[src/rtl/imem_loader_pkg.sv]
// Shared definitions for the instruction-memory loader: FSM encoding and word geometry.
package imem_loader_pkg;

  typedef enum logic [2:0] {
    LEN_HI  = 3'd0,
    LEN_LO  = 3'd1,
    DATA_HI = 3'd2,
    DATA_LO = 3'd3,
    CHK     = 3'd4,
    DONE    = 3'd5,
    ERR     = 3'd6
  } state_t;

  localparam int INSTR_W   = 16;
  localparam int ADDR_STEP = 2;

endpackage

[src/rtl/imem_loader_byte_pair_assembler.sv]
// Pairs a high and a low stream byte into one big-endian instruction word.
// Latency: word_valid pulses one cycle after the low byte loads; no backpressure, the caller gates loads.
module byte_pair_assembler
  import imem_loader_pkg::*;
(
  input  logic               clk,
  input  logic               reset,
  input  logic               clear,
  input  logic               hi_load,
  input  logic               lo_load,
  input  logic [7:0]         byte_in,
  output logic [INSTR_W-1:0] word,
  output logic               word_valid
);

  logic [7:0] hi_q;

  always_ff @(posedge clk or posedge reset) begin
    if (reset) begin
      hi_q       <= 8'h00;
      word       <= '0;
      word_valid <= 1'b0;
    end else begin
      word_valid <= lo_load & ~clear;
      if (clear) begin
        hi_q <= 8'h00;
      end else if (hi_load) begin
        hi_q <= byte_in;
      end
      if (lo_load && !clear) begin
        word <= {hi_q, byte_in};
      end
    end
  end

endmodule

[src/rtl/imem_loader.sv]
// Streams a length-prefixed byte image into instruction memory and holds the CPU until done.
// Latency: write strobe and done one cycle after the closing byte; in_ready drops only in DONE/ERR. Option: CHECKSUM_EN.
module imem_loader
  import imem_loader_pkg::*;
#(
  parameter int                    ADDR_WIDTH = 16,
  parameter logic [ADDR_WIDTH-1:0] BASE_ADDR  = '0,
  parameter int                    MAX_WORDS  = 256
) (
  input  logic                  clk,
  input  logic                  reset,
  input  logic                  in_valid,
  input  logic [7:0]            in_data,
  output logic                  in_ready,
  input  logic                  reload,
  output logic                  wr_en,
  output logic [ADDR_WIDTH-1:0] wr_addr,
  output logic [INSTR_W-1:0]    wr_data,
  output logic                  cpu_hold,
  output logic                  done,
  output logic                  error
);

`ifdef CHECKSUM_EN
  localparam state_t AFTER_DATA = CHK;
  logic [7:0] csum_q;
`else
  localparam state_t AFTER_DATA = DONE;
`endif

  state_t      state, state_nxt;
  logic        accept;
  logic [7:0]  len_hi_q;
  logic [15:0] len_q;
  logic [15:0] len_now;
  logic [15:0] word_cnt;
  logic        last_word;

  // reload wins over a byte offered on the same edge
  assign accept    = in_valid & in_ready & ~reload;
  assign len_now   = {len_hi_q, in_data};
  // counter has already absorbed every earlier word's strobe when DATA_LO is accepted
  assign last_word = (word_cnt + 16'd1) == len_q;

  always_ff @(posedge clk or posedge reset) begin
    if (reset) state <= LEN_HI;
    else       state <= state_nxt;
  end

  always_comb begin
    state_nxt = state;
    if (reload) begin
      state_nxt = LEN_HI;
    end else if (accept) begin
      case (state)
        LEN_HI:  state_nxt = LEN_LO;
        LEN_LO: begin
          if (len_now > 16'(MAX_WORDS)) state_nxt = ERR;
          else if (len_now == 16'd0)    state_nxt = AFTER_DATA;
          else                          state_nxt = DATA_HI;
        end
        DATA_HI: state_nxt = DATA_LO;
        DATA_LO: state_nxt = last_word ? AFTER_DATA : DATA_HI;
`ifdef CHECKSUM_EN
        CHK:     state_nxt = (in_data == csum_q) ? DONE : ERR;
`endif
        default: state_nxt = state;
      endcase
    end
  end

  always_comb begin
    in_ready = 1'b1;
    done     = 1'b0;
    error    = 1'b0;
    cpu_hold = 1'b1;
    case (state)
      DONE: begin
        in_ready = 1'b0;
        done     = 1'b1;
        cpu_hold = 1'b0;
      end
      ERR: begin
        in_ready = 1'b0;
        error    = 1'b1;
      end
      default: ;
    endcase
  end

  always_ff @(posedge clk or posedge reset) begin
    if (reset) begin
      len_hi_q <= 8'h00;
      len_q    <= 16'd0;
      word_cnt <= 16'd0;
      wr_addr  <= BASE_ADDR;
    end else begin
      if (accept && state == LEN_HI) len_hi_q <= in_data;
      if (accept && state == LEN_LO) len_q    <= len_now;
      if (reload) begin
        word_cnt <= 16'd0;
        wr_addr  <= BASE_ADDR;
      end else if (wr_en) begin
        word_cnt <= word_cnt + 16'd1;
        wr_addr  <= wr_addr + ADDR_WIDTH'(ADDR_STEP);
      end
    end
  end

`ifdef CHECKSUM_EN
  always_ff @(posedge clk or posedge reset) begin
    if (reset) begin
      csum_q <= 8'h00;
    end else if (reload || state == LEN_HI) begin
      csum_q <= 8'h00;
    end else if (accept && (state == DATA_HI || state == DATA_LO)) begin
      csum_q <= csum_q ^ in_data;
    end
  end
`endif

  byte_pair_assembler u_asm (
    .clk        (clk),
    .reset      (reset),
    .clear      (reload),
    .hi_load    (accept && state == DATA_HI),
    .lo_load    (accept && state == DATA_LO),
    .byte_in    (in_data),
    .word       (wr_data),
    .word_valid (wr_en)
  );

endmodule

[config.mk]
export PLATFORM = sky130hd
export DESIGN_NAME = imem_loader
export DESIGN_NICKNAME = d
export VERILOG_FILES = /design/src/rtl/imem_loader_pkg.sv /design/src/rtl/imem_loader_byte_pair_assembler.sv /design/src/rtl/imem_loader.sv
export SDC_FILE = /design/constraint.sdc
export NUM_CORES = 1
export LEC_CHECK = 0
export BUFFER_PORTS_ARGS = -buffer_cell sky130_fd_sc_hd__buf_2
export CAP_MARGIN = 10
export CORE_MARGIN = 1
export CORE_UTILIZATION = 35
export CTS_CLUSTER_DIAMETER = 150
export CTS_CLUSTER_SIZE = 25
export DETAILED_ROUTE_END_ITERATION = 7
export GPL_ROUTABILITY_DRIVEN = 0
export SLEW_MARGIN = 20
export SYNTH_ARGS = -nofsm -noshare
export SYNTH_HDL_FRONTEND = slang
export SYNTH_SLANG_ARGS = --single-unit
[constraint.sdc]
create_clock -name clk -period 2.9 [get_ports clk]
set_clock_uncertainty 0.15 [all_clocks]
set_input_delay 0.145 -clock clk [delete_from_list [all_inputs] [get_ports clk]]
set_output_delay 0.145 -clock clk [all_outputs]
set_load 0.005 [all_outputs]
# Word level (Yosys, flattened, before mapping)
# Index checks and enable logic that the tools add are counted.
[classes]
add_sub_neg = 2
magnitude_cmp = 1
eq_ne = 6
mux = 16
n_bitwise = 4
reduce_logical = 14
[op_table]
columns = ["operator", "count"]
rows = [
  ["$mux W16", 4],
  ["$add A16 B1 Y16 const B", 1],
  ["$add A16 B2 Y16 const B", 1],
  ["$eq A16 B16 Y1", 1],
  ["$gt A16 B9 Y1 const B", 1],
  ["$logic_not A16 Y1", 1],
  ["$mux W8", 2],
  ["$mux W3", 5],
  ["$pmux W3 S4", 1],
  ["$eq A3 B2 Y1 const B", 2],
  ["$eq A3 B3 Y1 const B", 2],
  ["$reduce_bool A2 Y1", 3],
  ["$logic_and A1 B1 Y1", 5],
  ["$reduce_bool A5 Y1", 1],
  ["$mux W1", 4],
  ["$and A1 B1 Y1", 3],
  ["$eq A3 B1 Y1 const B", 1],
  ["$logic_not A3 Y1", 1],
  ["$reduce_and A2 Y1", 1],
  ["$reduce_or A2 Y1", 1],
  ["$logic_not A1 Y1", 1],
  ["$not A1 Y1", 1],
]
[word_totals]
register_bits = 84
input_bits = 12
output_inout_bits = 37
wordCells = 51

# Logic depth before layout (Yosys ltp)
# Gate-level depths: netlist of run 1.
[logic_depth]
depth_word = 8
mapped_depth = 7
depth_no_buf = 7

# Modules after synthesis
# A second synthesis of run 1 with hierarchy kept.
[unflattened]
cells_unflattened = 373
hier_area_um2 = 4174.0
[by_module_without_submodules]
columns = ["module", "n_inst", "cells_per_inst", "area_per_inst_um2", "seq_area_each_um2"]
rows = [
  ["imem_loader", 1, 310, 3159.3, 1451.4],
  ["byte_pair_assembler", 1, 63, 1014.7, 625.6],
]

# Worst setup path before layout of run 1
# Ideal clock, no wire load.
[synth_path]
kind = "register to register"
startpoint = "register word_cnt[0]"
endpoint = "register state[2]"
setup_ns = 0.140
arrival_time_ns = 1.866
required_time_ns = 2.610
setup_slack_ns = 0.744
stages_incl_launch_ff = 8
n_path_buf = 0
period_less_slack_ns = 2.156
path_cell_list = "dfrtp_1 ha_1 nand3_1 nor4_1 mux2i_1 nand2_1 a41oi_1 o22ai_1"
[synth_between]
elab_chain_len = 6
[synth_lines]
columns = ["item", "line", "text"]
rows = [
  ["start, declared", "imem_loader.sv:36", "logic [15:0] word_cnt;"],
  ["start signal, assigned", "imem_loader.sv:104", "word_cnt <= word_cnt + 16'd1;"],
  ["$add A16 B1 Y16", "imem_loader.sv:43", "assign last_word = (word_cnt + 16'd1) == len_q;"],
  ["$eq A16 B16 Y1", "imem_loader.sv:43", ""],
  ["$mux W3", "imem_loader.sv:63", "DATA_LO: state_nxt = last_word ? AFTER_DATA : DATA_HI;"],
  ["$pmux W3 S4", "imem_loader.sv:55", "case (state)"],
  ["$mux W3", "imem_loader.sv:54", "end else if (accept) begin"],
  ["$mux W3", "imem_loader.sv:52", "if (reload) begin"],
  ["end signal, assigned", "imem_loader.sv:47", "else state <= state_nxt;"],
  ["end, declared", "imem_loader.sv:31", "state_t state, state_nxt;"],
]
# No other way between the ends. The select of a mux whose other input is x is not followed.
# A chain may end at the register's enable or synchronous reset.

# Worst setup path after layout of run 1
# Same ends and word-level chain as after synthesis.

==> out/results.txt, run 1 <==
status = finished with violations
failing checks = DRC
Resize count post-CTS = 0
IO buf count = 47
Final setup viols = 0
routed vias/inst = 5.220
Slowest cell on crit path = dfrtp_1
worst skew pair latency = 0.34 ns
WL/cell = 15.24 microns
Peak supply drop = 0.3577 mV
largest net degree at the start of global routing = 84
global-route wire length before repair = 15.31 mm
total congestion overflow = 0
CTS clk-pin slew, worst paths = 0.06 ns
Min-Delay Path Depth = 2
GRT Overall Usage = 15.62%
Synth area leader = dfrtp_1
startpoint types = flip-flop
Yosys top cell area share = 49.72%
Synth Flop Type = dfrtp_1
CTS tree = built
Slew @ Worst Pin = 0.6510 ns
CP endpoint kind = flip-flop
setup TNS = 0 ns
critical path class = flip-flop to flip-flop
Core ar. = 0.01152 sq mm
# IOs = 49
ANT cells = 0
Cell Chain, Critical Path = ha_1 > nand3_1 > nor4_1 > mux2i_1 > nand2_1 > a41oi_1 > o22ai_1
CP Max Fanout = 7
sequential fraction of the synthesis area = 49.72%
area grow syn2layout = 18.84%
CP arrival = 2.48 ns
EDFF count, synth = 0
dpl ws = 0.4638 ns
DRT Wirelength = 9.007 mm
dpl cells = 566
Netlist cell types = 51
Post-synth ARST share = 100.0%
syn_nets = 406
most common cell after layout, fill and taps aside = dfrtp_1
Final min period = 2.421 ns
antenna violations before repair = 0
FF-to-FF path depth = 7
Pwr Density = 682.2 mW/mm^2
H-tree depth reported by CTS = 3
fin crit share = 83.48%
share of cells above drive strength 1 = 26.12%
post-route ant nets = 0
Die X = 111.3 microns
syn_area_per_cell = 10.66 sq um
synthesized cell area = 0.004178 sq mm
most frequent cells in the layout = 83 x dfrtp_1, 47 x buf_2, 40 x mux2_2, 34 x nor2_1, 32 x nand2_1
total CTS buffers = 9
Mapped Cells = 392
number of global-route vias before repair = 2968
Iter 0 DRT Violations = 167
first drt pass iteration count = 6
final std cells w/o fill = 591
FP Rows = 39
DRC = 10
via count = 3085
post-DP HPWL = 6.063 mm
CP required = 2.96 ns
die area = 0.01238 sq mm
CTS sink cnt = 83
hold violation count in the final report = 0
Initial Util = 36.28%
hold_buf cts = 9
Fillers = 1098
top post-synthesis cells by area = dfrtp_1 50%, mux2_2 11%, xor2_1 5.9%
HP Class = input port to flip-flop
Yosys reg bits = 83
hold_ws = 0.08760 ns
Crit path largest cell delay = 0.48 ns
unrepaired setup endpoints after global routing = false
relative slew slack = 56.50%
P_leak = 2.230 nW
CTS Buffer Depth = 2
Synth Warn # = 0
Root Driver = clkbuf_16
Max Cap Viol = 0
max-slew violations = 0
Final Worst Setup Slack = 0.4791 ns
Layout Nets = 457
setup bufs post-CTS = 0
die height = 111.3 microns
post-layout util = 43.11%
FMAX = 0.4131 GHz
## final timing paths
check / from / endpoint / slack [ns]
setup / recovery: word_cnt[0] / state[2] / 0.48
hold / removal: reload / wr_addr[8] / 0.09
setup reg to reg: word_cnt[0] / state[2] / 0.48
hold reg to reg: u_asm.word[7] / u_asm.word[7] / 0.36
max in group asynchronous: reset / word_cnt[7] / 1.96
min in group asynchronous: reset / word_cnt[15] / 0.29
## state kept, by name, summed over array words and instances, names as in the netlist
register / cells
len_q: 16
u_asm.word: 16
word_cnt: 16
wr_addr: 15
len_hi_q: 8
u_asm.hi_q: 8
state: 3
u_asm.word_valid: 1
## where the power goes
part / switching [mW] / leakage, nW / internal, mW
logic: 0.274 / 0.972 / 0.338
clock network: 0.497 / 0.156 / 0.767
registers: 0.160 / 1.10 / 1.35
total: 0.932 / 2.23 / 2.45
## cell families (layout without fill, tap and decap cells)
| family | Yosys count | in the layout | synth area share (%) |
|---|---|---|---|
| XOR/XNOR | 45 | 45 | 9.793 |
| multiplexers | 43 | 43 | 11.50 |
| AO/OA/AOI/OAI | 41 | 41 | 6.589 |
| other | 1 | 1 | 0.08976 |
| buffers and inverters | 27 | 83 | 2.995 |
| AND/OR/NAND/NOR | 150 | 150 | 18.72 |
| adder cells (fa/ha/maj) | 2 | 2 | 0.5989 |
| flip-flops | 83 | 83 | 49.72 |
## critical path, delay by kind of cell, from the launching register on
family	cells	cell delay, ns
compound gates	2	0.31
fa+ha+maj	1	0.28
flops	1	0.48
mux	1	0.27
simple gates	3	0.80
## metal layers
layer / global-route usage, % / share of wire [%] / vias to the layer above
met5: 0 / 0 / -
met4: 5.586 / 1.6 / 0
met3: 3.773 / 4.1 / 13
met2: 24.63 / 47 / 68
met1: 20.87 / 47 / 1529
li1: - / - / 1475
## final cells by class
| type | count | area [sq um] | area share [%] |
|---|---|---|---|
| flip-flops and latches | 83 | 2077 | 41.83 |
| multi-input cells | 282 | 1981 | 39.89 |
| repair buffers | 62 | 382.9 | 7.712 |
| clock buffers | 10 | 229.0 | 4.612 |
| well taps | 143 | 178.9 | 3.604 |
| clock inverters | 6 | 96.34 | 1.941 |
| inverters | 5 | 20.02 | 0.4032 |
## cells in the mapped netlist (3+ instances only)
master,number
or3_1,7
inv_1,5
a21oi_1,8
o21ai_0,14
nand4_1,10
nor4_1,4
nor3_1,8
nor2_1,34
xnor2_1,16
and3_1,7
clkbuf_1,12
mux2i_1,3
nor3b_1,4
buf_2,7
mux2_2,40
xor2_1,28
nor2b_1,7
nand3_1,13
nand2_1,32
dfrtp_1,83
nand2b_1,12
## stage by stage
step	cell area (sq um)	power (mW)
global placement	4549	2.112
CTS	4965	3.435
detailed placement	4549	2.145
global route	4965	3.562
finish	4965	3.387
floorplan	4178	1.953
Power figures use the tool's default switching activity.
==> run 2: changes to the inputs <==
--- a/config.mk
+++ b/config.mk
@@ -5,6 +5,7 @@
 export SDC_FILE = /design/constraint.sdc
 export NUM_CORES = 1
 export LEC_CHECK = 0
+export ABC_AREA = 1
 export BUFFER_PORTS_ARGS = -buffer_cell sky130_fd_sc_hd__buf_2
 export CAP_MARGIN = 10
 export CORE_MARGIN = 1
==> constraint.sdc (replaced) <==
create_clock -name clk -period 2.3 [get_ports clk]
set_clock_uncertainty 0.15 [all_clocks]
set_input_delay 0.115 -clock clk [delete_from_list [all_inputs] [get_ports clk]]
set_output_delay 0.115 -clock clk [all_outputs]
set_load 0.005 [all_outputs]
==> run 2 against run 1 <==
Compared with the run above:
- the flow finishes with violations (hold timing)
- design area grew 2.6%
- utilization grew 1.3 points
- wire length grew 14%
- flip-flop and latch count is the same
- die area shrank 0.62%
- clock power grew 21%
- count of clock-buffer cells in the layout grew 3
- critical path depth grew 3
- area after synthesis shrank 0.63%
==> out/results.txt, run 2 <==
FF-to-FF path depth = 17
# IOs = 49
Layout Nets = 601
Buf/Inv on CP = 2
hold endpoint = u_asm.word[7]
total CTS buffers = 9
critical path class = input port to flip-flop
CP endpoint kind = flip-flop
Top delay family on crit path = simple AND/OR/NAND/NOR gates
DRT Wirelength = 10.27 mm
WL met2 = 4.695 mm
Final Worst Setup Slack = 0.1847 ns
CTS Buffer Depth = 2
Placed Area = 0.004606 sq mm
Iter 0 DRT Violations = 207
max-slew violations = 0
setup slack, reg-to-reg = 0.22 ns
Initial Util = 36.20%
P_leak = 2.438 nW
Yosys reg bits = 83
Synth area leader = dfrtp_1
most frequent cells in the layout = 116 x nand2_1, 81 x dfrtp_1, 61 x inv_1, 54 x nand3_1, 47 x buf_2
Finished Cell Area = 0.005095 sq mm
die height = 110.9 microns
largest net degree at the start of global routing = 47
hold_ws = -0.005796 ns
Netlist cell types = 35
hold violation count in the final report = 1
final std cells w/o fill = 735
dpl ws = 0.1254 ns
CTS sink cnt = 83
Hold Path Origin = in_data[7]
Cell Chain, Critical Path = dlygate4sd3_1 > buf_2 > nor2_1 > nor2_1 > and3_1 > nand3_1 > nor3b_1 > nand2_1 > o21ai_0 > a21oi_1
Crit path largest cell delay = 0.52 ns
ANT cells = 0
DRT met1 WL = 4.950 mm
relative slew slack = 64.76%
startpoint types = input port
dpl cells = 706
via count = 3704
critical path depth = 10
global-route wire length before repair = 17.12 mm
synthesized cell area = 0.004151 sq mm
die area = 0.01230 sq mm
Pwr Density = 725.9 mW/mm^2
met3 wire len = 400 microns
DRC = 0
Synth Warn # = 0
total congestion overflow = 0
Post-synth ARST share = 100.0%
syn_area_per_cell = 8.030 sq um
most common cell in the netlist = nand2_1
number of global-route vias before repair = 3475
WL/cell = 13.97 microns
Synth top cells by count = 120 x nand2_1, 83 x dfrtp_1, 62 x inv_1
Die X = 110.9 microns
status = finished with violations
fin crit share = 91.97%
CTS clk-pin slew, worst paths = 0.06 ns
Root Driver = clkbuf_16
Slowest cell on crit path = dlygate4sd3_1
CP required = 2.37 ns
failing checks = hold timing
FMAX = 0.4727 GHz
top flop regs = len_q (16), u_asm.word (16), word_cnt (16)
FP Rows = 39
routed vias/inst = 5.039
most common cell after layout, fill and taps aside = nand2_1
worst skew pair latency = 0.34 ns
antenna violations before repair = 0
syn_nets = 531
Max Cap Viol = 0
Critical R2R Launch = word_cnt[0]
HP Class = input port to flip-flop
post-route ant nets = 0
CP Max Fanout = 8
Slew @ Worst Pin = 0.5280 ns
Min-Delay Path Depth = 3
most frequent CP cell = nor2_1
area grow syn2layout = 22.72%
Final setup viols = 0
first drt pass iteration count = 4
IO buf count = 47
highest routed layer = met4
worst r2r dst = state[1]
Mapped Cells = 517
Synth Flop Type = dfrtp_1
Core ar. = 0.01147 sq mm
Yosys top cell area share = 50.03%
top post-synthesis cells by area = dfrtp_1 50%, nand2_1 11%, nand3_1 6.6%
sequential fraction of the synthesis area = 50.03%
post-DP HPWL = 7.209 mm
CTS tree = built
H-tree depth reported by CTS = 3
share of cells above drive strength 1 = 19.43%
GRT Overall Usage = 17.42%
EDFF count, synth = 0
Peak supply drop = 0.4105 mV
PnR Total Power = 3.699 mW
setup TNS = 0 ns
CP arrival = 2.19 ns
Final min period = 2.115 ns
-- run 2: cell types whose count changed in the layout (fill, tap and decap cells not counted), moves of 7 or more --
| cell | previous run | this run |
|---|---|---|
| inv_1 | 4 | 61 |
| mux2_2 | 40 | 7 |
| nor2_1 | 34 | 46 |
| nand2_1 | 32 | 116 |
| buf_4 | 5 | 14 |
| a21oi_1 | 8 | 21 |
| or3_1 | 7 | 0 |
| xnor2_1 | 16 | 1 |
| nand3_1 | 13 | 54 |
| o22ai_1 | 2 | 9 |
| nor2b_1 | 7 | 0 |
| nand2b_1 | 12 | 0 |
| xor2_1 | 28 | 0 |
| o21ai_0 | 14 | 39 |
-- run 2: worst max-delay path by stage --
stage           startpoint     endpoint  slack (ns)
6_report            reload  wr_addr[14]        0.18
3_3_place_gp   word_cnt[0]     state[1]        0.22
3_5_place_dp   word_cnt[0]     state[1]        0.13
4_1_cts        word_cnt[0]     state[1]        0.11
2_1_floorplan  word_cnt[0]     state[1]        0.35
5_1_grt        word_cnt[0]     state[1]       -0.02
-- run 2: what timing repair did --
action | CTS | global route
hold buffers | 8 | 0
endpoints found under the setup margin | 0 | 15
gates resized for setup | 0 | 16
hold endpoints to repair | 30 | 0
buffers inserted | 0 | 5
-- run 2: through the flow --
stage,hold slack (ns),util [%]
floorplan,0.1544,-
global placement,0.02060,40.16
detailed placement,0.01445,40.16
CTS,0.001315,43.61
global route,0.01815,44.43
finish,-0.005796,44.43
-- run 2: report_power, final --
group | leakage, nW | switching, mW | internal, mW
Clock | 0.148 | 0.586 | 0.931
Sequential | 1.11 | 0.119 | 1.60
Combinational | 1.18 | 0.273 | 0.186
-- run 2: cell families (layout without fill, tap and decap cells) --
family / count (synthesis) / in the layout / synth area share [%]
AOI/OAI and AO/OA: 85 / 85 / 11.48
xor gates and xnor gates: 1 / 1 / 0.2110
adders and majority gates: 2 / 2 / 0.6027
buffers and inverters: 79 / 154 / 7.866
DFF: 83 / 83 / 50.03
muxes: 7 / 7 / 1.899
other: 1 / 1 / 0.09033
and+or+nand+nor: 259 / 259 / 27.82
-- run 2: layer usage --
layer,global-route usage [%],vias up
li1,-,1848
met1,24.08,1749
met2,26.38,87
met3,2.952,20
met4,8.711,0
met5,0,-
-- run 2: area by class of cell --
cell class                 instances  area (sq um)
timing repair buffer              72         471.7
clock buffer                      13         270.3
fill                            1106          6372
inverter                          66         251.5
sequential                        83          2079
clock inverter                     3         45.04
tap                              143         178.9
multi-input combinational        355          1798
-- run 2: worst register-to-register path: cells and delay by family (launching register included) --
family	cells	cell delay, ns
flops	1	0.40
buf+inv	4	0.41
simple gates	13	1.03
==> run 3: changes to the inputs <==
--- a/config.mk
+++ b/config.mk
@@ -14,6 +14,7 @@
 export CTS_CLUSTER_SIZE = 25
 export DETAILED_ROUTE_END_ITERATION = 7
 export GPL_ROUTABILITY_DRIVEN = 0
+export RECOVER_POWER = 100
 export SLEW_MARGIN = 20
 export SYNTH_ARGS = -nofsm -noshare
 export SYNTH_HDL_FRONTEND = slang
==> run 3 against run 2 <==
Compared with the run above:
- the flow still finishes with violations (hold timing)
- combinational power is 2% lower
- hold slack worse by 0.0020 ns
- sequential share of layout area up 0.49 points
- fmax rose by 0.63%
- die area stayed put
- critical path depth unchanged
- non-clock buffer count did not move
- final cell count is the same
- clock power is essentially flat
- first-iteration DRC count up 0.97%
- largest power group unchanged
==> out/results.txt, run 3 (same netlist as run 2, synthesis figures left out) <==
status = finished with violations
failing checks = hold timing
Max Cap Viol = 0
M3 GR Usage = 2.952%
CTS sink cnt = 83
fin crit share = 91.40%
FMAX = 0.4757 GHz
Flop pwr share = 46.7%
global-route wire length before repair = 17.12 mm
die height = 110.9 microns
ANT cells = 0
via count = 3690
top flop regs = len_q (16), u_asm.word (16), word_cnt (16)
Core ar. = 0.01147 sq mm
Pwr Density = 733.3 mW/mm^2
antenna violations before repair = 0
P_leak = 2.372 nW
FP Rows = 39
Final min period = 2.102 ns
CP endpoint kind = flip-flop
most common cell after layout, fill and taps aside = nand2_1
post-layout util = 43.91%
M1 GR Usage = 24.08%
largest net degree at the start of global routing = 47
Final setup viols = 0
die area = 0.01230 sq mm
Iter 0 DRT Violations = 209
dpl ws = 0.1254 ns
post-route ant nets = 0
max-slew violations = 0
combinational power share = 12.1%
share of cells above drive strength 1 = 16.72%
PnR Total Power = 3.692 mW
Root Driver = clkbuf_16
hold violation count in the final report = 1
total CTS buffers = 9
routed vias/inst = 5.020
first drt pass iteration count = 4
HP Class = input port to flip-flop
Layout Nets = 601
Int Pwr = 2.713 mW
area grow syn2layout = 21.28%
Peak supply drop = 0.4104 mV
DRC = 0
DRT Wirelength = 10.29 mm
met2 GRT Util = 26.38%
GRT Overall Usage = 17.42%
most frequent cells in the layout = 117 x nand2_1, 81 x dfrtp_1, 61 x inv_1, 54 x nand3_1, 46 x nor2_1
dpl cells = 706
number of global-route vias before repair = 3475
worst skew pair latency = 0.34 ns
CP arrival = 2.18 ns
CTS tree = built
relative slew slack = 41.05%
final std cells w/o fill = 735
Final Worst Setup Slack = 0.1979 ns
hold_ws = -0.007783 ns
CTS clk-pin slew, worst paths = 0.06 ns
Clock Power Share = 41.2%
IO buf count = 47
Fillers = 1125
startpoint types = input port
H-tree depth reported by CTS = 3
CP required = 2.37 ns
Most Crowded Layer GR = met2
critical path class = input port to flip-flop
# IOs = 49
CP Max Fanout = 8
WL/cell = 14.00 microns
CTS Buffer Depth = 2
Slew @ Worst Pin = 0.8793 ns
Psw = 978.9 uW
total congestion overflow = 0
Initial Util = 36.20%
Die X = 110.9 microns
Switching Fraction = 26.51%
post-DP HPWL = 7.209 mm
==> run 3: final timing paths <==
path                                  to  slack (ns)  depth (start not counted)         from
min in group asynchronous    word_cnt[6]        0.31                          3        reset
min                        u_asm.word[7]      -0.008                          3   in_data[7]
max                          wr_addr[14]        0.20                         10       reload
max in group asynchronous    word_cnt[0]        0.51                          4        reset
min reg2reg                  len_hi_q[0]        0.34                          2  len_hi_q[0]
max reg2reg                     state[1]        0.21                         17  word_cnt[0]
==> run 3: critical path, cell delays in order <==
cell           delay [ns]
dlygate4sd3_1        0.52
buf_2                0.23
nor2_1               0.17
nor2_1               0.20
and3_1               0.22
nand3_1              0.13
nor3b_1              0.27
nand2_1              0.10
o21ai_0              0.15
a21oi_1              0.06
==> run 3: layer usage <==
metal,up-vias,wire length [microns]
met3,20,439
met4,0,223
li1,1846,-
met1,1738,4948
met5,-,0
met2,86,4681
==> run 3: cell type report <==
class	count	area [sq um]	share of cell area, %
Inverter	66	249.0	4.945
Tap cell	143	178.9	3.554
Clock inverter	3	45.04	0.8946
Clock buffer	13	270.3	5.368
Sequential cell	83	2079	41.30
Multi-Input combinational cell	355	1780	35.36
Timing Repair Buffer	72	431.7	8.574
==> run 3: power groups by stage <==
stage	clock network, mW	registers (mW)	logic (mW)
3_3_place_gp	0	1.74	0.433
5_1_grt	1.61	1.74	0.524
6_report	1.52	1.72	0.448
3_5_place_dp	0	1.75	0.442
4_1_cts	1.55	1.72	0.455
2_1_floorplan	0	1.71	0.323
==> run 3: timing repair <==
action,4_1_cts,5_1_grt
setup endpoints to repair,0,15
resized for setup,0,16
hold endpoints to repair,30,0
buffers inserted,0,5
hold buffers,8,0
==> run 3: metrics by stage <==
stage               instance area [sq um]  setup TNS (ns)
finish                               5035               0
global route                         5035        -0.01931
CTS                                  5001               0
detailed placement                   4606               0
global placement                     4606               0
floorplan                            4155               0
